<file path="config.mk">
export PLATFORM = sky130hd
export DESIGN_NAME = boot_sequencer
export DESIGN_NICKNAME = d
export VERILOG_FILES = /design/src/rtl/boot_sequencer.sv
export SDC_FILE = /design/constraint.sdc
export NUM_CORES = 1
export LEC_CHECK = 0
export ABC_AREA = 1
export BUFFER_PORTS_ARGS = -buffer_cell sky130_fd_sc_hd__buf_2
export CELL_PAD_IN_SITES_DETAIL_PLACEMENT = 1
export CELL_PAD_IN_SITES_GLOBAL_PLACEMENT = 1
export CORE_MARGIN = 3
export CORE_UTILIZATION = 48
export CTS_CLUSTER_DIAMETER = 200
export DETAILED_ROUTE_END_ITERATION = 6
export PLACE_DENSITY_LB_ADDON = 0.15
export SLEW_MARGIN = 20
export SYNTH_ARGS = -nofsm -noshare
export SYNTH_HDL_FRONTEND = slang
export SYNTH_SLANG_ARGS = --single-unit
</file>
<file path="constraint.sdc">
create_clock -name clk -period 3.26 [get_ports clk]
set_input_delay 0.163 -clock clk [delete_from_list [all_inputs] [get_ports clk]]
set_output_delay 0.163 -clock clk [all_outputs]
set_load 0.01 [all_outputs]
</file>
<file path="src/rtl/boot_sequencer.sv">
// Reset/boot sequencer for the CADR core: debounces the front-panel button and
// steps the CPU through reset, boot strobe and the debug-controlled run/halt state.
module boot_sequencer #(
    parameter int PRESCALE_W   = 8,
    parameter int DEBOUNCE_LEN = 10,
    parameter int RESET_LEN    = 240,
    parameter int BOOT_LEN     = 10
) (
    input  logic       clk,
    input  logic       reset_n,
    input  logic       button,
    input  logic       halt_req,
    input  logic       run_req,
    output logic       cpu_reset,
    output logic       cpu_boot,
    output logic       cpu_halt,
    output logic [1:0] state,
    output logic [7:0] reset_count
);

    typedef enum logic [1:0] {
        ST_RESET = 2'd0,
        ST_BOOT  = 2'd1,
        ST_RUN   = 2'd2,
        ST_HALT  = 2'd3
    } state_t;

    localparam logic [7:0]            RESET_LAST   = 8'(RESET_LEN - 1);
    localparam logic [7:0]            BOOT_LAST    = 8'(BOOT_LEN - 1);
    localparam logic [PRESCALE_W-1:0] PRESCALE_ONE = PRESCALE_W'(1);

    logic [PRESCALE_W-1:0]   prescale_r;
    logic [1:0]              sync_r;
    logic [DEBOUNCE_LEN-1:0] shift_r;
    logic [DEBOUNCE_LEN-1:0] shift_next_s;
    logic                    level_r;
    logic                    level_d_r;
    logic                    level_next_s;
    logic                    tick_s;
    logic                    press_s;

    state_t     state_r;
    state_t     state_next_s;
    logic [7:0] seq_cnt_r;
    logic [7:0] seq_cnt_next_s;
    logic [7:0] reset_count_r;
    logic [7:0] reset_count_next_s;
    logic       cpu_reset_r;
    logic       cpu_boot_r;
    logic       cpu_halt_r;
    logic       cpu_reset_next_s;
    logic       cpu_boot_next_s;
    logic       cpu_halt_next_s;

    assign tick_s  = &prescale_r;
    assign press_s = level_r & ~level_d_r;

    // Sample shifting and hysteresis level decision
    always_comb begin
        shift_next_s = shift_r;
        level_next_s = level_r;
        if (tick_s) begin
            shift_next_s = {shift_r[DEBOUNCE_LEN-2:0], sync_r[1]};
        end else begin
            shift_next_s = shift_r;
        end
        if (&shift_next_s) begin
            level_next_s = 1'b1;
        end else if (~|shift_next_s) begin
            level_next_s = 1'b0;
        end else begin
            level_next_s = level_r;
        end
    end

    // Prescaler, button synchronizer and debounce registers
    always_ff @(posedge clk or negedge reset_n) begin
        if (!reset_n) begin
            prescale_r <= {PRESCALE_W{1'b0}};
            sync_r     <= 2'b00;
            shift_r    <= {DEBOUNCE_LEN{1'b0}};
            level_r    <= 1'b0;
            level_d_r  <= 1'b0;
        end else begin
            prescale_r <= prescale_r + PRESCALE_ONE;
            sync_r     <= {sync_r[0], button};
            shift_r    <= shift_next_s;
            level_r    <= level_next_s;
            level_d_r  <= level_r;
        end
    end

    // Next state, sequence counter and press counter
    always_comb begin
        state_next_s       = state_r;
        seq_cnt_next_s     = 8'd0;
        reset_count_next_s = reset_count_r;
        case (state_r)
            ST_RESET: begin
                if (level_r) begin
                    seq_cnt_next_s = 8'd0;
                end else if (seq_cnt_r == RESET_LAST) begin
                    state_next_s   = ST_BOOT;
                    seq_cnt_next_s = 8'd0;
                end else begin
                    seq_cnt_next_s = seq_cnt_r + 8'd1;
                end
            end
            ST_BOOT: begin
                if (seq_cnt_r == BOOT_LAST) begin
                    state_next_s   = ST_RUN;
                    seq_cnt_next_s = 8'd0;
                end else begin
                    seq_cnt_next_s = seq_cnt_r + 8'd1;
                end
            end
            ST_RUN, ST_HALT: begin
                if (press_s) begin
                    state_next_s = ST_RESET;
                    if (reset_count_r != 8'hFF) begin
                        reset_count_next_s = reset_count_r + 8'd1;
                    end else begin
                        reset_count_next_s = reset_count_r;
                    end
                end else if (halt_req) begin
                    state_next_s = ST_HALT;
                end else if (run_req) begin
                    state_next_s = ST_RUN;
                end else begin
                    state_next_s = state_r;
                end
            end
            default: begin
                state_next_s   = ST_RESET;
                seq_cnt_next_s = 8'd0;
            end
        endcase
    end

    // Output levels decoded from the state being entered so they register with it
    always_comb begin
        cpu_reset_next_s = 1'b0;
        cpu_boot_next_s  = 1'b0;
        cpu_halt_next_s  = 1'b0;
        case (state_next_s)
            ST_RESET: cpu_reset_next_s = 1'b1;
            ST_BOOT:  cpu_boot_next_s  = 1'b1;
            ST_RUN:   cpu_halt_next_s  = 1'b0;
            ST_HALT:  cpu_halt_next_s  = 1'b1;
            default:  cpu_reset_next_s = 1'b1;
        endcase
    end

    // State, counters and CPU control registers
    always_ff @(posedge clk or negedge reset_n) begin
        if (!reset_n) begin
            state_r       <= ST_RESET;
            seq_cnt_r     <= 8'd0;
            reset_count_r <= 8'd0;
            cpu_reset_r   <= 1'b1;
            cpu_boot_r    <= 1'b0;
            cpu_halt_r    <= 1'b0;
        end else begin
            state_r       <= state_next_s;
            seq_cnt_r     <= seq_cnt_next_s;
            reset_count_r <= reset_count_next_s;
            cpu_reset_r   <= cpu_reset_next_s;
            cpu_boot_r    <= cpu_boot_next_s;
            cpu_halt_r    <= cpu_halt_next_s;
        end
    end

    assign state       = state_r;
    assign reset_count = reset_count_r;
    assign cpu_reset   = cpu_reset_r;
    assign cpu_boot    = cpu_boot_r;
    assign cpu_halt    = cpu_halt_r;

endmodule

</file>
==> results.cfg <==
[setup_path]
arrival_ps = 2200
reg2reg_depth = 9
required_ps = 3490
start_kind = register
crit_path_max_fanout = 11
r2r-start = prescale_r[0]
end_kind = register
rrSetupSlack_ps = 1290
path_class = reg -> reg
r2r_end = level_r

[yosys]
yosysMostFrequentCell = nand2_1
synthTopCellsByCount = nand2_1, dfrtp_1, inv_1, nor2_1, nand3_1
synth_edf_count = 0
synthFlopType = dfrtp_1
yosys-top-cells-area = dfrtp_1, nand2_1, inv_1, nand3_1, nor2_1
yosysTopAreaCellShare_pct = 52.4
yosys_warnings = 0
synthArstFlopShare_pct = 100
yosysTopAreaCell = dfrtp_1
ys_seq_area_share_pct = 53.7
netlist_instances = 230
ys_seq_elements = 43
synthesis.nets = 239
synth.avg_cell_area_um2 = 8.71
syn_area_um2 = 2000
synth_cell_types = 29

[timing]
fin_crit_ps = 1970
timing.hold.ws_ps = 7.80
finalSetupViolCount = 0
worst_slack_ps = 1290
slew_headroom_pct = 37.9
drv_slew = 0
fmax_ghz = 0.508
period_share_pct = 60.3
worstMarginPinSlew_ps = 931
tns_ps = 0
final_hold_viol_count = 0
rsz0062_at_grt = false
skew_ps = 3.82

[min_path]
min_path_type = in -> async

[layout]
final_nets = 262
regArea_um2 = 1080
stdcell_area_um2 = 2240
instances_no_fill = 302
drive_above_1_share_pct = 13.8
areaGrowthSynthToFinish_pct = 11.8
nFillCells = 479
diodes = 0
post-route-util_pct = 58.1
multiInputGateArea_um2 = 762

[place]
gp_routability_congestion = 0.757
io_buffers = 17
pre_cts_ws_ps = 1340
place_hpwl_um = 2990
dp.cells = 293
dpl_cell_area_um2 = 2130

[global_routing]
grt_pass1_wl_um = 7510
grt_pass1_vias = 1683
grt_max_degree = 44
grt.total_usage_pct = 18.7
antenna_found_initial = 0
gr-total-overflow = 0

[routing]
drt_iter0_drc = 93
vias = 1528
drc = 0
drtPass1Iterations = 4
avgViaCountPerCell = 5.06
wire_per_inst_um = 13.6
drt_wl_total_um = 4100
antenna_left = 0

[clock_tree]
clockBufferDepth = 2
clk_pin_slew_ps = 80
tritoncts = yes
clk_latency_ps = 290
clock_sinks = 43
ctsHtreeMaxLevel = 2
cts-root-buf = clkbuf_8
numCtsBuffers = 5

[power]
ir_drop_mv = 0.350
power.total_uw = 913
leakage_nw = 1.24
power_density_nw_per_um2 = 407

[floorplan]
pin_count = 18
core-area_um2 = 3850
initial_core_util_pct = 52.0
die_w_um = 70.6
fp.dieH_um = 70.6
fp-row-count = 22
dieArea_um2 = 4990

[status]
outcome = completed

[run]
maxCapViolations = 0
[metal layers]
layer | vias to the layer above | GRT usage [%] | share of wire [%]
met5 | - | 0 | 0
met4 | 0 | 5.85 | 1.0
met3 | 5 | 3.84 | 3.5
met2 | 21 | 32.3 | 49
met1 | 750 | 23.6 | 47
li1 | 752 | - | -
[state kept, by name (all words and copies together) (netlist names)]
name and cells:
cpu_halt 1, level_d_r 1, cpu_boot 1, cpu_reset 1, shift_r 10, level_r 1, state 2, sync_r 2
prescale_r 8, seq_cnt_r 8, reset_count 8
[critical path, cell delays in order (launching register included)]
cell	delay (ps)
dfrtp_1	380
ha_1	190
nand2_1	90
nor2_2	440
nand2_4	180
o21ai_1	270
nand2_1	100
nor2_1	110
nand3_1	90
nand2_1	70
[power breakdown]
group	switching, mW	internal, mW
clock network	0.172	0.193
logic	0.0105	0.00264
registers	0.000396	0.534
[final cells by class]
cell class / instances / share of cell area [%]
sequential: 43 / 48.1
multi-input combinational: 146 / 34.0
inverter: 39 / 6.53
clock buffer: 8 / 4.47
timing repair buffer: 18 / 4.24
tap: 48 / 2.68
[timing repair]
item | CTS | global route
endpoints found under the hold margin | 1 | 0
hold buffers | 1 | 0
buffers inserted | 0 | 0
gates resized for setup | 0 | 0
endpoints found under the setup margin | 0 | 0
[worst max path at each step]
stage                   from       to
4_1_cts        prescale_r[0]  level_r
3_5_place_dp   prescale_r[0]  level_r
2_1_floorplan  prescale_r[0]  level_r
6_report       prescale_r[0]  level_r
3_3_place_gp   prescale_r[0]  level_r
5_1_grt        prescale_r[0]  level_r
[logic make-up after synthesis]
logic type,synth area share (%)
buffers and inverters,8.24
adders and majority gates,2.50
and+or+nand+nor,26.3
DFF,53.7
xor gates and xnor gates,5.68
AOI/OAI and AO/OA,3.56
[cell usage in the layout, fill, tap and decap left out, drive strengths merged]
master       count
o22ai            1
nor2b            2
dfstp            1
and2             1
nand4            4
buf             17
clkinv           2
nand2           59
nand3b           3
dlygate4sd3      1
dfrtp           42
or2              1
o211ai           1
clkbuf           8
nand3           18
xor2             7
xnor2            6
inv             37
a21oi            1
o21ai            9
nor2            23
nor3             5
ha               4
a211oi           1
Power figures use the tool's default switching activity.
